## src/rtl/uart_pkg.sv

```systemverilog
// Shared UART receive types and elaboration-time helpers.
package uart_pkg;

  typedef enum logic [2:0] {
    IDLE,
    START,
    DATA,
    PARITY,
    STOP,
    BREAK
  } uart_rx_state_t;

  // Clocks per oversample tick, rounded to nearest and never below 1.
  function automatic int baud_div(input int clk_freq, input int baud_rate, input int oversample);
    int den;
    int d;
    den = baud_rate * oversample;
    d   = (clk_freq + den / 2) / den;
    return (d < 1) ? 1 : d;
  endfunction

  function automatic int count_width(input int depth);
    return $clog2(depth) + 1;
  endfunction

endpackage

```

## src/rtl/sync_fifo.sv

```systemverilog
// First-word-fall-through FIFO: data_out shows the head combinationally, a push lands on the next edge.
// A push while full is dropped unless a pop happens in the same cycle; a pop while empty is ignored.
module sync_fifo
  import uart_pkg::*;
#(
  parameter int WIDTH = 8,
  parameter int DEPTH = 16
) (
  input  logic                          clk,
  input  logic                          rst,
  input  logic                          push,
  input  logic [WIDTH-1:0]              data_in,
  output logic                          full,
  input  logic                          pop,
  output logic [WIDTH-1:0]              data_out,
  output logic                          empty,
  output logic [count_width(DEPTH)-1:0] count
);

  localparam int AW = $clog2(DEPTH);
  localparam int CW = count_width(DEPTH);

  logic [WIDTH-1:0] mem [DEPTH];
  logic [AW-1:0]    wr_ptr;
  logic [AW-1:0]    rd_ptr;
  logic             do_push;
  logic             do_pop;

  assign full     = (count == CW'(DEPTH));
  assign empty    = (count == '0);
  assign do_pop   = pop & ~empty;
  assign do_push  = push & (~full | do_pop);
  assign data_out = mem[rd_ptr];

  always_ff @(posedge clk or negedge rst) begin
    if (!rst) begin
      wr_ptr <= '0;
      rd_ptr <= '0;
      count  <= '0;
      for (int i = 0; i < DEPTH; i++) mem[i] <= '0;
    end else begin
      if (do_push) begin
        mem[wr_ptr] <= data_in;
        wr_ptr      <= wr_ptr + AW'(1);
      end
      if (do_pop) rd_ptr <= rd_ptr + AW'(1);
      count <= count + CW'(do_push) - CW'(do_pop);
    end
  end

endmodule

```

## src/rtl/uart_rx_fifo.sv

```systemverilog
// Oversampling UART receiver into a FWFT FIFO; a word appears the clock after its stop-bit sample, full FIFO drops frames.
// Define UART_PARITY_EN to add a parity bit (PARITY_ODD selects odd parity); otherwise parity_err is tied 0.
module uart_rx_fifo
  import uart_pkg::*;
#(
  parameter int CLK_FREQ   = 50000000,
  parameter int BAUD_RATE  = 115200,
  parameter int OVERSAMPLE = 16,
  parameter int DATA_BITS  = 8,
  parameter int FIFO_DEPTH = 16,
  parameter int PARITY_ODD = 0
) (
  input  logic                               clk,
  input  logic                               rst,
  input  logic                               uart_rxd,
  output logic [DATA_BITS-1:0]               rx_data,
  output logic                               rx_valid,
  input  logic                               rx_ready,
  output logic [count_width(FIFO_DEPTH)-1:0] rx_count,
  output logic                               frame_err,
  output logic                               overrun_err,
  output logic                               parity_err,
  input  logic                               err_clr
);

  localparam int DIV   = baud_div(CLK_FREQ, BAUD_RATE, OVERSAMPLE);
  localparam int DIV_W = (DIV > 1) ? $clog2(DIV) : 1;
  localparam int TCK_W = $clog2(OVERSAMPLE);
  localparam int BIT_W = $clog2(DATA_BITS);
`ifdef UART_PARITY_EN
  localparam bit PAR_EN = 1'b1;
`else
  localparam bit PAR_EN = 1'b0;
`endif
  localparam bit PAR_ODD = (PARITY_ODD != 0);

  uart_rx_state_t       state;
  logic [1:0]           sync_q;
  logic                 rxs;
  logic [DIV_W-1:0]     div_cnt;
  logic                 tick;
  logic [TCK_W-1:0]     tick_cnt;
  logic [TCK_W-1:0]     tick_goal;
  logic                 sample;
  logic [BIT_W-1:0]     bit_cnt;
  logic [DATA_BITS-1:0] shreg;
  logic                 frame_bad;
  logic                 push_req;
  logic                 pop;
  logic                 fifo_full;
  logic                 fifo_empty;
  logic                 stop_bad;
  logic                 par_bad;
  logic                 frame_q;
  logic                 overrun_q;
  logic                 parity_q;

  always_ff @(posedge clk or negedge rst) begin
    if (!rst) sync_q <= 2'b11;
    else      sync_q <= {sync_q[0], uart_rxd};
  end
  assign rxs = sync_q[1];

  // Restarting the divider on the start edge keeps the samples centred on each bit.
  assign tick = (div_cnt == DIV_W'(DIV - 1));
  always_ff @(posedge clk or negedge rst) begin
    if (!rst)                               div_cnt <= '0;
    else if (tick || (state == IDLE && !rxs)) div_cnt <= '0;
    else                                    div_cnt <= div_cnt + DIV_W'(1);
  end

  assign tick_goal = (state == START) ? TCK_W'(OVERSAMPLE / 2 - 1) : TCK_W'(OVERSAMPLE - 1);
  assign sample    = tick && (tick_cnt == tick_goal);

  assign pop      = rx_valid & rx_ready;
  assign push_req = (state == STOP) && sample && rxs && !frame_bad;
  assign stop_bad = (state == STOP) && sample && !rxs;
  assign par_bad  = (state == PARITY) && sample && (rxs != ((^shreg) ^ PAR_ODD));

  always_ff @(posedge clk or negedge rst) begin
    if (!rst) begin
      state     <= IDLE;
      tick_cnt  <= '0;
      bit_cnt   <= '0;
      shreg     <= '0;
      frame_bad <= 1'b0;
    end else begin
      if (tick) tick_cnt <= sample ? '0 : tick_cnt + TCK_W'(1);
      case (state)
        IDLE: if (!rxs) begin
          state     <= START;
          tick_cnt  <= '0;
          frame_bad <= 1'b0;
        end
        START: if (sample) begin
          if (rxs) begin
            state <= IDLE;
          end else begin
            state   <= DATA;
            bit_cnt <= '0;
          end
        end
        DATA: if (sample) begin
          shreg   <= {rxs, shreg[DATA_BITS-1:1]};
          bit_cnt <= bit_cnt + BIT_W'(1);
          if (bit_cnt == BIT_W'(DATA_BITS - 1)) state <= PAR_EN ? PARITY : STOP;
        end
        PARITY: if (sample) begin
          if (par_bad) frame_bad <= 1'b1;
          state <= STOP;
        end
        // Leave mid stop bit so a back-to-back start edge is not missed.
        STOP: if (sample) state <= rxs ? IDLE : BREAK;
        BREAK: if (rxs) state <= IDLE;
        default: state <= IDLE;
      endcase
    end
  end

  always_ff @(posedge clk or negedge rst) begin
    if (!rst) begin
      frame_q   <= 1'b0;
      overrun_q <= 1'b0;
      parity_q  <= 1'b0;
    end else begin
      frame_q   <= stop_bad | (frame_q & ~err_clr);
      overrun_q <= (push_req & fifo_full & ~pop) | (overrun_q & ~err_clr);
      parity_q  <= par_bad | (parity_q & ~err_clr);
    end
  end

  assign frame_err   = frame_q;
  assign overrun_err = overrun_q;
  assign parity_err  = PAR_EN & parity_q;
  assign rx_valid    = ~fifo_empty;

  sync_fifo #(
    .WIDTH (DATA_BITS),
    .DEPTH (FIFO_DEPTH)
  ) u_fifo (
    .clk      (clk),
    .rst      (rst),
    .push     (push_req),
    .data_in  (shreg),
    .full     (fifo_full),
    .pop      (pop),
    .data_out (rx_data),
    .empty    (fifo_empty),
    .count    (rx_count)
  );

endmodule

```

## config.mk

```make
export PLATFORM = sky130hd
export DESIGN_NAME = uart_rx_fifo
export DESIGN_NICKNAME = d
export VERILOG_FILES = /design/src/rtl/uart_pkg.sv /design/src/rtl/sync_fifo.sv /design/src/rtl/uart_rx_fifo.sv
export SDC_FILE = /design/constraint.sdc
export NUM_CORES = 1
export LEC_CHECK = 0
export ABC_CLOCK_PERIOD_IN_PS = 2500
export BUFFER_PORTS_ARGS = -buffer_cell sky130_fd_sc_hd__buf_4
export CAP_MARGIN = 10
export CORE_ASPECT_RATIO = 0.5
export CORE_UTILIZATION = 46
export DETAILED_ROUTE_END_ITERATION = 16
export GPL_TIMING_DRIVEN = 0
export SYNTH_ARGS = -nofsm -noshare
export SYNTH_HDL_FRONTEND = slang
export SYNTH_SLANG_ARGS = --single-unit
export TNS_END_PERCENT = 20
```

## constraint.sdc

```tcl
create_clock -name clk -period 2.5 [get_ports clk]
set_input_delay 0.5 -clock clk [delete_from_list [all_inputs] [get_ports clk]]
set_output_delay 0.5 -clock clk [all_outputs]
set_load 0.01 [all_outputs]
```

==> results of run 1 <==
state kept, by name (all words and copies together) (netlist names), 2 cells and up:
register,flops
u_fifo.count,5
state,3
tick_cnt,4
sync_q,2
u_fifo.wr_ptr,4
bit_cnt,3
shreg,8
div_cnt,5
u_fifo.mem,128
u_fifo.rd_ptr,4
kinds of logic (layout without fill, tap and decap cells):
logic type,after synthesis,after routing,synth area share
multiplexers,177,177,0.301
AND/OR/NAND/NOR,71,71,0.0722
AO/OA/AOI/OAI,19,19,0.0150
buffers and inverters,58,112,0.0367
adder cells (fa/ha/maj),17,17,0.0271
XOR/XNOR,24,24,0.0259
other,1,1,0.000462
flip-flops,169,169,0.522
path summary, 6_finish.rpt:
kind	start	endpoint	slack (ns)
setup reg to reg	div_cnt[0]	u_fifo.count[4]	-0.11
hold / removal	rst	u_fifo.count[2]	-0.005
setup / recovery	u_fifo.rd_ptr[0]	rx_data[0]	-0.33
hold reg to reg	sync_q[0]	sync_q[1]	0.36
min in group clk	uart_rxd	sync_q[0]	0.18
max in group asynchronous	rst	u_fifo.rd_ptr[1]	1.60
metrics by stage:
step	utilization	area [um^2]	hold slack, ns
after global placement	0.510	8570	0.347
after detailed placement	0.512	8600	0.347
after floorplan	-	8130	0.204
final	0.555	9330	-0.00457
after global routing	0.555	9330	0.0253
after CTS	0.555	9320	0.00937
routing by layer:
layer / global-route usage / vias up
met5: 0 / -
li1: - / 2035
met2: 0.319 / 53
met3: 0.0463 / 14
met1: 0.293 / 2351
met4: 0.0524 / 0
cell usage after synthesis, types with 6 or more instances:
cell type | instances | area [um^2]
sky130_fd_sc_hd__dfrtp_1 | 167 | 4180
sky130_fd_sc_hd__mux2_2 | 137 | 1540
sky130_fd_sc_hd__mux4_2 | 40 | 901
sky130_fd_sc_hd__clkbuf_1 | 19 | 71.3
sky130_fd_sc_hd__ha_1 | 16 | 200
sky130_fd_sc_hd__inv_1 | 16 | 60.1
sky130_fd_sc_hd__xnor2_1 | 16 | 140
sky130_fd_sc_hd__nor2_1 | 15 | 56.3
sky130_fd_sc_hd__nand3_4 | 12 | 210
sky130_fd_sc_hd__buf_2 | 11 | 55.1
sky130_fd_sc_hd__nand2_1 | 9 | 33.8
sky130_fd_sc_hd__xor2_1 | 8 | 70.1
sky130_fd_sc_hd__a21oi_1 | 6 | 30.0
cells in the final DEF, fill, tap and decap left out, drive strengths merged, types with 2 or more instances in the layout:
cell type | synthesis | routed
o21ai | 5 | 5
nor2b | 2 | 2
inv | 16 | 19
mux4 | 40 | 40
nand4 | 7 | 7
nor2 | 15 | 15
dfrtp | 167 | 167
xnor2 | 16 | 16
nor4 | 2 | 2
buf | 23 | 49
clkinvlp | 0 | 3
bufinv | 0 | 3
nor3b | 2 | 2
nand2b | 2 | 2
mux2 | 137 | 137
dfstp | 2 | 2
clkinv | 0 | 5
nand3b | 2 | 2
and3 | 2 | 2
nand4b | 2 | 2
and2 | 2 | 2
nand2 | 9 | 9
a21oi | 6 | 6
clkbuf | 19 | 33
nor4b | 2 | 2
xor2 | 8 | 8
ha | 16 | 16
a22o | 2 | 2
nand3 | 17 | 17
power by group:
| group | internal, mW | switching, mW |
|---|---|---|
| registers | 2.82 | 0.143 |
| logic | 0.690 | 0.652 |
| clock network | 1.58 | 1.14 |
layout make-up:
type | count | area (um^2)
Clock inverter | 14 | 174
Multi-Input combinational cell | 309 | 3600
Sequential cell | 169 | 4230
Clock buffer | 17 | 425
Fill cell | 1371 | 7480
Timing Repair Buffer | 25 | 250
Tap cell | 227 | 284
Inverter | 16 | 60.1
Buffer | 40 | 300
repair_timing:
| action | 4_1_cts | 5_1_grt |
|---|---|---|
| cloned | 1 | 0 |
| pin swaps | 1 | 0 |
| endpoints found under the setup margin | 9 | 15 |
| hold buffers | 0 | 0 |
| setup buffers | 3 | 0 |
| resized for setup | 25 | 4 |
==> results.txt, run 1 <==
----------------------------------------------------
[Global route]
  Number of global-route vias before repair ... 4663
  GR Overflow Total ... 0
  Global-route wire length before repair ... 27000 um
  Initial antenna violation count ... 0
  Overall fraction of global-route tracks in use ... 0.206
  Pin count of the biggest net entering global routing ... approximately 110

[Worst setup path]
  Cells on worst reg2reg path ... 15
  Kind of cell with the highest combined delay on the critical path ... multiplexers
  Max FO, Critical Path ... 6
  Critical Path Source Type ... flop
  CP required ... 2.00 ns
  Worst stage delay on the critical path ... 0.56 ns
  CP Buf/Inv Count ... 3
  Worst setup path class ... flop to output port
  Arrival time at the worst endpoint ... 2.33 ns
  Cell at the slowest stage of the critical path ... sky130_fd_sc_hd__mux4_2
  Cell breakdown of the critical path ... buf_8 -> buf_12 -> mux4_2 -> mux4_2 -> buf_6
  Type of element capturing the critical path ... output port
  Number of logic stages on the critical path including buffering ... 5
  Top cell by count, worst path ... sky130_fd_sc_hd__mux4_2

[Synth]
  Cell count after synthesis ... 536
  Number of warnings issued by yosys ... 0
  Top_reg_cell synth ... sky130_fd_sc_hd__dfrtp_1
  Net count after synthesis ... 558
  Library cells used by synthesis ... 49
  Post-synth EDFFs ... 0
  Sequential share of the synthesized area ... 0.522
  Number of register bits inferred by synthesis ... between 150 and 200
  Share of flip-flops with an asynchronous set or reset ... 1.00
  Netlist area before placement ... 8110 um^2
  Average instance area after synthesis ... approximately 15 um^2

[Flow run]
  Max-capacitance violation count ... 0

[STA]
  FMAX ... 0.353 GHz
  Actual slew at the worst max-slew pin ... 0.850 ns
  Worst max-slew margin expressed relative to the limit ... 0.428
  Final WS setup ... -0.330 ns
  Number of pins exceeding their max-slew limit in the final report ... 0
  Final count of hold timing violations ... 2
  Worst-case hold slack ... -0.00457 ns
  Setup repair after global routing missed its margin ... yes
  # setup viols final ... 9
  Final critical-path required period ... 2.83 ns
  Setup TNS ... -2.62 ns
  Worst clock skew ... 0.00904 ns
  Fin crit share ... 1.13

[Finish]
  Area added between synthesis and finish ... 14.9%
  Share of final-layout standard cells stronger than drive strength 1 ... 0.480
  Count of nets after finishing ... 600
  Total inserted antenna cells ... 0
  Number of cells in the finished layout apart from fillers ... roughly 820

[Clock network]
  TritonCTS clock tree ... built
  Clock tree root buffer cell ... sky130_fd_sc_hd__clkbuf_16
  Number of clock buffers inserted by TritonCTS ... 17
  H-tree levels ... 4
  Clock-pin slew reported for the worst setup and hold paths after clock tree synthesis ... 0.06 ns
  Count of clock tree sinks ... about 170
  Insertion delay of the later-clocked pin in the worst-skew pair ... 0.43 ns
  Max Buffers Root-to-Sink ... 2

[Route]
  Met2 Wirelength ... 7520 um
  Number of DRC markers after the initial detailed-route iteration ... 236
  Routed wire length on met3 ... 546 um
  Sum of routed wire segments on met1 ... 8290 um
  Highest metal used ... met4
  Total DRC errors in the routed layout ... 0
  Total Wirelength ... 16500 um
  Number of optimization iterations in the first detailed-route pass ... 4
  DR WL/cell ... 20.2 um
  Post-DR vias/cell ... 5.45
  Remaining antenna violation count ... 0
  Via total after detailed routing ... 4453

[Die]
  Row count ... 33
  Floorplan core area ... roughly 17000 um^2
  Effective utilization at floorplan ... 0.483
  Horiz. Die Dim ... about 190 um
  DIE AREA ... approximately 18000 um^2
  Number of primary I/O pins ... 22
  Height of the die ... roughly 96 um

[Power]
  Total Power Consumption ... between 7 and 8 mW
  Areal power density over the cells ... 753 nW/um^2
  Static power due to leakage ... 4.42 nW
  Worst vdd rail ir drop ... 0.554 mV

[Placed design]
  DP Wirelength ... between 10000 and 15000 um
  Global placement routability congestion ... approximately 0.76
  IO buf count ... 20
  Placement Setup Slack ... -0.603 ns
  Placed insts ... 784

[Run status]
  Result of the run ... finished with violations
  Violated checks ... negative hold slack, negative setup slack

[Hold path]
  Path category of the worst min-delay check ... input pin to async pin

----------------------------------------------------
Note: power is estimated with default switching activity, not from simulation.
==> run 2, diff against run 1 <==
--- a/config.mk
+++ b/config.mk
@@ -15,4 +15,3 @@
 export SYNTH_ARGS = -nofsm -noshare
 export SYNTH_HDL_FRONTEND = slang
 export SYNTH_SLANG_ARGS = --single-unit
-export TNS_END_PERCENT = 20
==> run 2 against run 1 <==
Against the previous run: the flow still finishes with violations (negative hold slack, negative setup slack); clock-buffer cell count did not move; non-clock buffer count rose by 5; global-route usage barely moved; sequential share of layout area fell by 0.26 points; clock power barely moved; register-to-register slack improved by 0.21 ns; critical path depth did not move.
==> results.txt, run 2 (synthesis results as in run 1) <==
----------------------------------------------------
[Run status]
  Result of the run ... finished with violations (unchanged)
  Violated checks ... negative hold slack, negative setup slack (unchanged)

[Die]
  DIE AREA ... 18200 um^2 (unchanged)
  Floorplan core area ... 16800 um^2 (unchanged)
  Number of primary I/O pins ... 22 (unchanged)
  Horiz. Die Dim ... 190 um (unchanged)
  Effective utilization at floorplan ... 0.483 (unchanged)
  Row count ... 33 (unchanged)
  Height of the die ... 95.9 um (unchanged)

[STA]
  Final critical-path required period ... 2.84 ns (was 2.83 ns)
  Setup repair after global routing missed its margin ... yes (unchanged)
  Final count of hold timing violations ... 2 (unchanged)
  FMAX ... 0.353 GHz (about the same)
  Worst max-slew margin expressed relative to the limit ... 0.419 (was 0.428)
  # setup viols final ... 8 (was 9)
  Fin crit share ... 1.13 (about the same)
  Worst clock skew ... 0.00822 ns (was 0.00904 ns)
  Final WS setup ... -0.336 ns (was -0.330 ns)
  Worst-case hold slack ... -0.00584 ns (was -0.00457 ns)
  Actual slew at the worst max-slew pin ... 0.864 ns (was 0.850 ns)
  Number of pins exceeding their max-slew limit in the final report ... 0 (unchanged)
  Setup TNS ... -2.53 ns (was -2.62 ns)

[Clock network]
  TritonCTS clock tree ... built (unchanged)
  Clock-pin slew reported for the worst setup and hold paths after clock tree synthesis ... 0.06 ns (about the same)
  Number of clock buffers inserted by TritonCTS ... 17 (unchanged)
  Hold Buf Count CTS ... 0 (unchanged)
  Clock tree root buffer cell ... sky130_fd_sc_hd__clkbuf_16 (unchanged)
  Max Buffers Root-to-Sink ... 2 (unchanged)
  H-tree levels ... 4 (unchanged)
  Insertion delay of the later-clocked pin in the worst-skew pair ... 0.43 ns (about the same)
  Count of clock tree sinks ... 169 (unchanged)

[Finish]
  Fillers ... 1368 (was 1371)
  Count of nets after finishing ... 605 (was 600)
  Top Registers ... u_fifo.mem x128, shreg x8 (unchanged)
  Area of all sequential standard cells ... 4230 um^2 (unchanged)
  Multi-input combinational cell area ... 3610 um^2 (was 3600 um^2)
  Most used cells in the layout excluding fill and tap cells ... sky130_fd_sc_hd__dfrtp_1 (166), sky130_fd_sc_hd__mux2_2 (137), sky130_fd_sc_hd__mux4_2 (40), sky130_fd_sc_hd__buf_4 (27), sky130_fd_sc_hd__clkbuf_16 (17) (was sky130_fd_sc_hd__dfrtp_1 (166), sky130_fd_sc_hd__mux2_2 (137), sky130_fd_sc_hd__mux4_2 (40), sky130_fd_sc_hd__buf_4 (19), sky130_fd_sc_hd__clkbuf_16 (17))
  Most flops, register ... u_fifo.mem (unchanged)
  Share of final-layout standard cells stronger than drive strength 1 ... 0.497 (was 0.480)
  Most common library cell in the layout ignoring fill and taps ... sky130_fd_sc_hd__dfrtp_1 (unchanged)
  Area added between synthesis and finish ... 15.6% (was 14.9%)
  Max FFs per register ... 128 (unchanged)
  Total inserted antenna cells ... 0 (unchanged)
  Util after Layout ... 0.558 (was 0.555)

[Worst setup path]
  Worst setup path class ... flop to output port (unchanged)
  R2r setup slk ... 0.10 ns (was -0.11 ns)
  Arrival time at the worst endpoint ... 2.34 ns (was 2.33 ns)
  Critical Path Source Type ... flop (unchanged)
  Launch point of the worst path ... u_fifo.rd_ptr[0] (unchanged)
  Reg-to-Reg End ... u_fifo.count[4] (unchanged)
  Cells on worst reg2reg path ... 13 (was 15)
  Setup crit end ... rx_data[0] (unchanged)
  Worst flop-to-flop path startpoint ... div_cnt[0] (unchanged)
  CP required ... 2.00 ns (about the same)
  Type of element capturing the critical path ... output port (unchanged)
  Max FO, Critical Path ... 6 (unchanged)

[Global route]
  Global-route wire length before repair ... 26900 um (was 27000 um)
  Number of global-route vias before repair ... 4672 (was 4663)
  Initial antenna violation count ... 0 (unchanged)
  Pin count of the biggest net entering global routing ... 113 (unchanged)
  GR Overflow Total ... 0 (unchanged)
  Overall fraction of global-route tracks in use ... 0.205 (was 0.206)

[Route]
  Number of DRC markers after the initial detailed-route iteration ... 228 (was 236)
  Total Wirelength ... 16600 um (was 16500 um)
  Number of optimization iterations in the first detailed-route pass ... 6 (was 4)
  Post-DR vias/cell ... 5.45 (about the same)
  Total DRC errors in the routed layout ... 0 (unchanged)
  Via total after detailed routing ... 4477 (was 4453)
  Remaining antenna violation count ... 0 (unchanged)
  DR WL/cell ... 20.2 um (about the same)

[Placed design]
  DP Wirelength ... 10700 um (unchanged)
  IO buf count ... 20 (unchanged)
  Global placement routability congestion ... 0.757 (unchanged)

[Power]
  Worst vdd rail ir drop ... 0.529 mV (was 0.554 mV)
  Areal power density over the cells ... 753 nW/um^2 (about the same)
  Static power due to leakage ... 4.45 nW (was 4.42 nW)

[Flow run]
  Max-capacitance violation count ... 0 (unchanged)

[Hold path]
  Path category of the worst min-delay check ... input pin to async pin (unchanged)

----------------------------------------------------
==> run 2: layout make-up <==
class / count / area share
multi-input combinational: 309 / 0.385
clock inverter: 14 / 0.0185
sequential: 169 / 0.451
inverter: 16 / 0.00640
buffer: 36 / 0.0277
timing repair buffer: 34 / 0.0352
clock buffer: 17 / 0.0454
tap: 227 / 0.0303
==> run 2: power by group <==
group          total, mW  internal [mW]  switching (mW)
clock               2.71           1.58            1.13
sequential          2.97           2.82           0.144
combinational       1.39          0.719           0.670
total               7.07           5.12            1.95
==> run 2: how the worst min path moves through the flow <==
stage	cells after the start	start	endpoint
detailed placement	0	sync_q[0]	sync_q[1]
global route	1	rst	u_fifo.count[1]
floorplan	0	rst	bit_cnt[0]
global placement	0	sync_q[0]	sync_q[1]
finish	1	rst	u_fifo.count[2]
CTS	1	rst	u_fifo.count[2]
==> run 2: layer usage <==
layer  up-vias  share of wire  track usage
met5         -              0            0
li1       2045              -            -
met4         0         0.0099       0.0524
met3        17          0.029       0.0463
met1      2359           0.50        0.292
met2        56           0.46        0.319
==> run 2: through the flow <==
step | cells | hold slack, ns | power [mW] | cell area [um^2] | setup slack (ns)
finish | 822 | -0.00584 | 7.07 | 9380 | -0.336
global route | 822 | 0.0253 | 7.40 | 9380 | -0.400
CTS | 819 | 0.00937 | 7.13 | 9340 | -0.373
detailed placement | 784 | 0.347 | 4.19 | 8600 | -0.603
global placement | 783 | 0.347 | 4.18 | 8570 | -0.583
floorplan | 536 | 0.204 | 3.79 | 8130 | 0.00803
==> run 2: worst max-delay path: stages (launching register included) <==
cell and delay, ns:
sky130_fd_sc_hd__dfrtp_1 0.38, sky130_fd_sc_hd__buf_8 0.17, sky130_fd_sc_hd__buf_12 0.14, sky130_fd_sc_hd__mux4_2 0.56, sky130_fd_sc_hd__mux4_2 0.53, sky130_fd_sc_hd__buf_6 0.14
==> run 2: timing repair <==
item,4_1_cts,5_1_grt
resized for setup,26,10
cloned,1,0
pin swaps,0,6
setup buffers,6,6
setup endpoints to repair,9,89
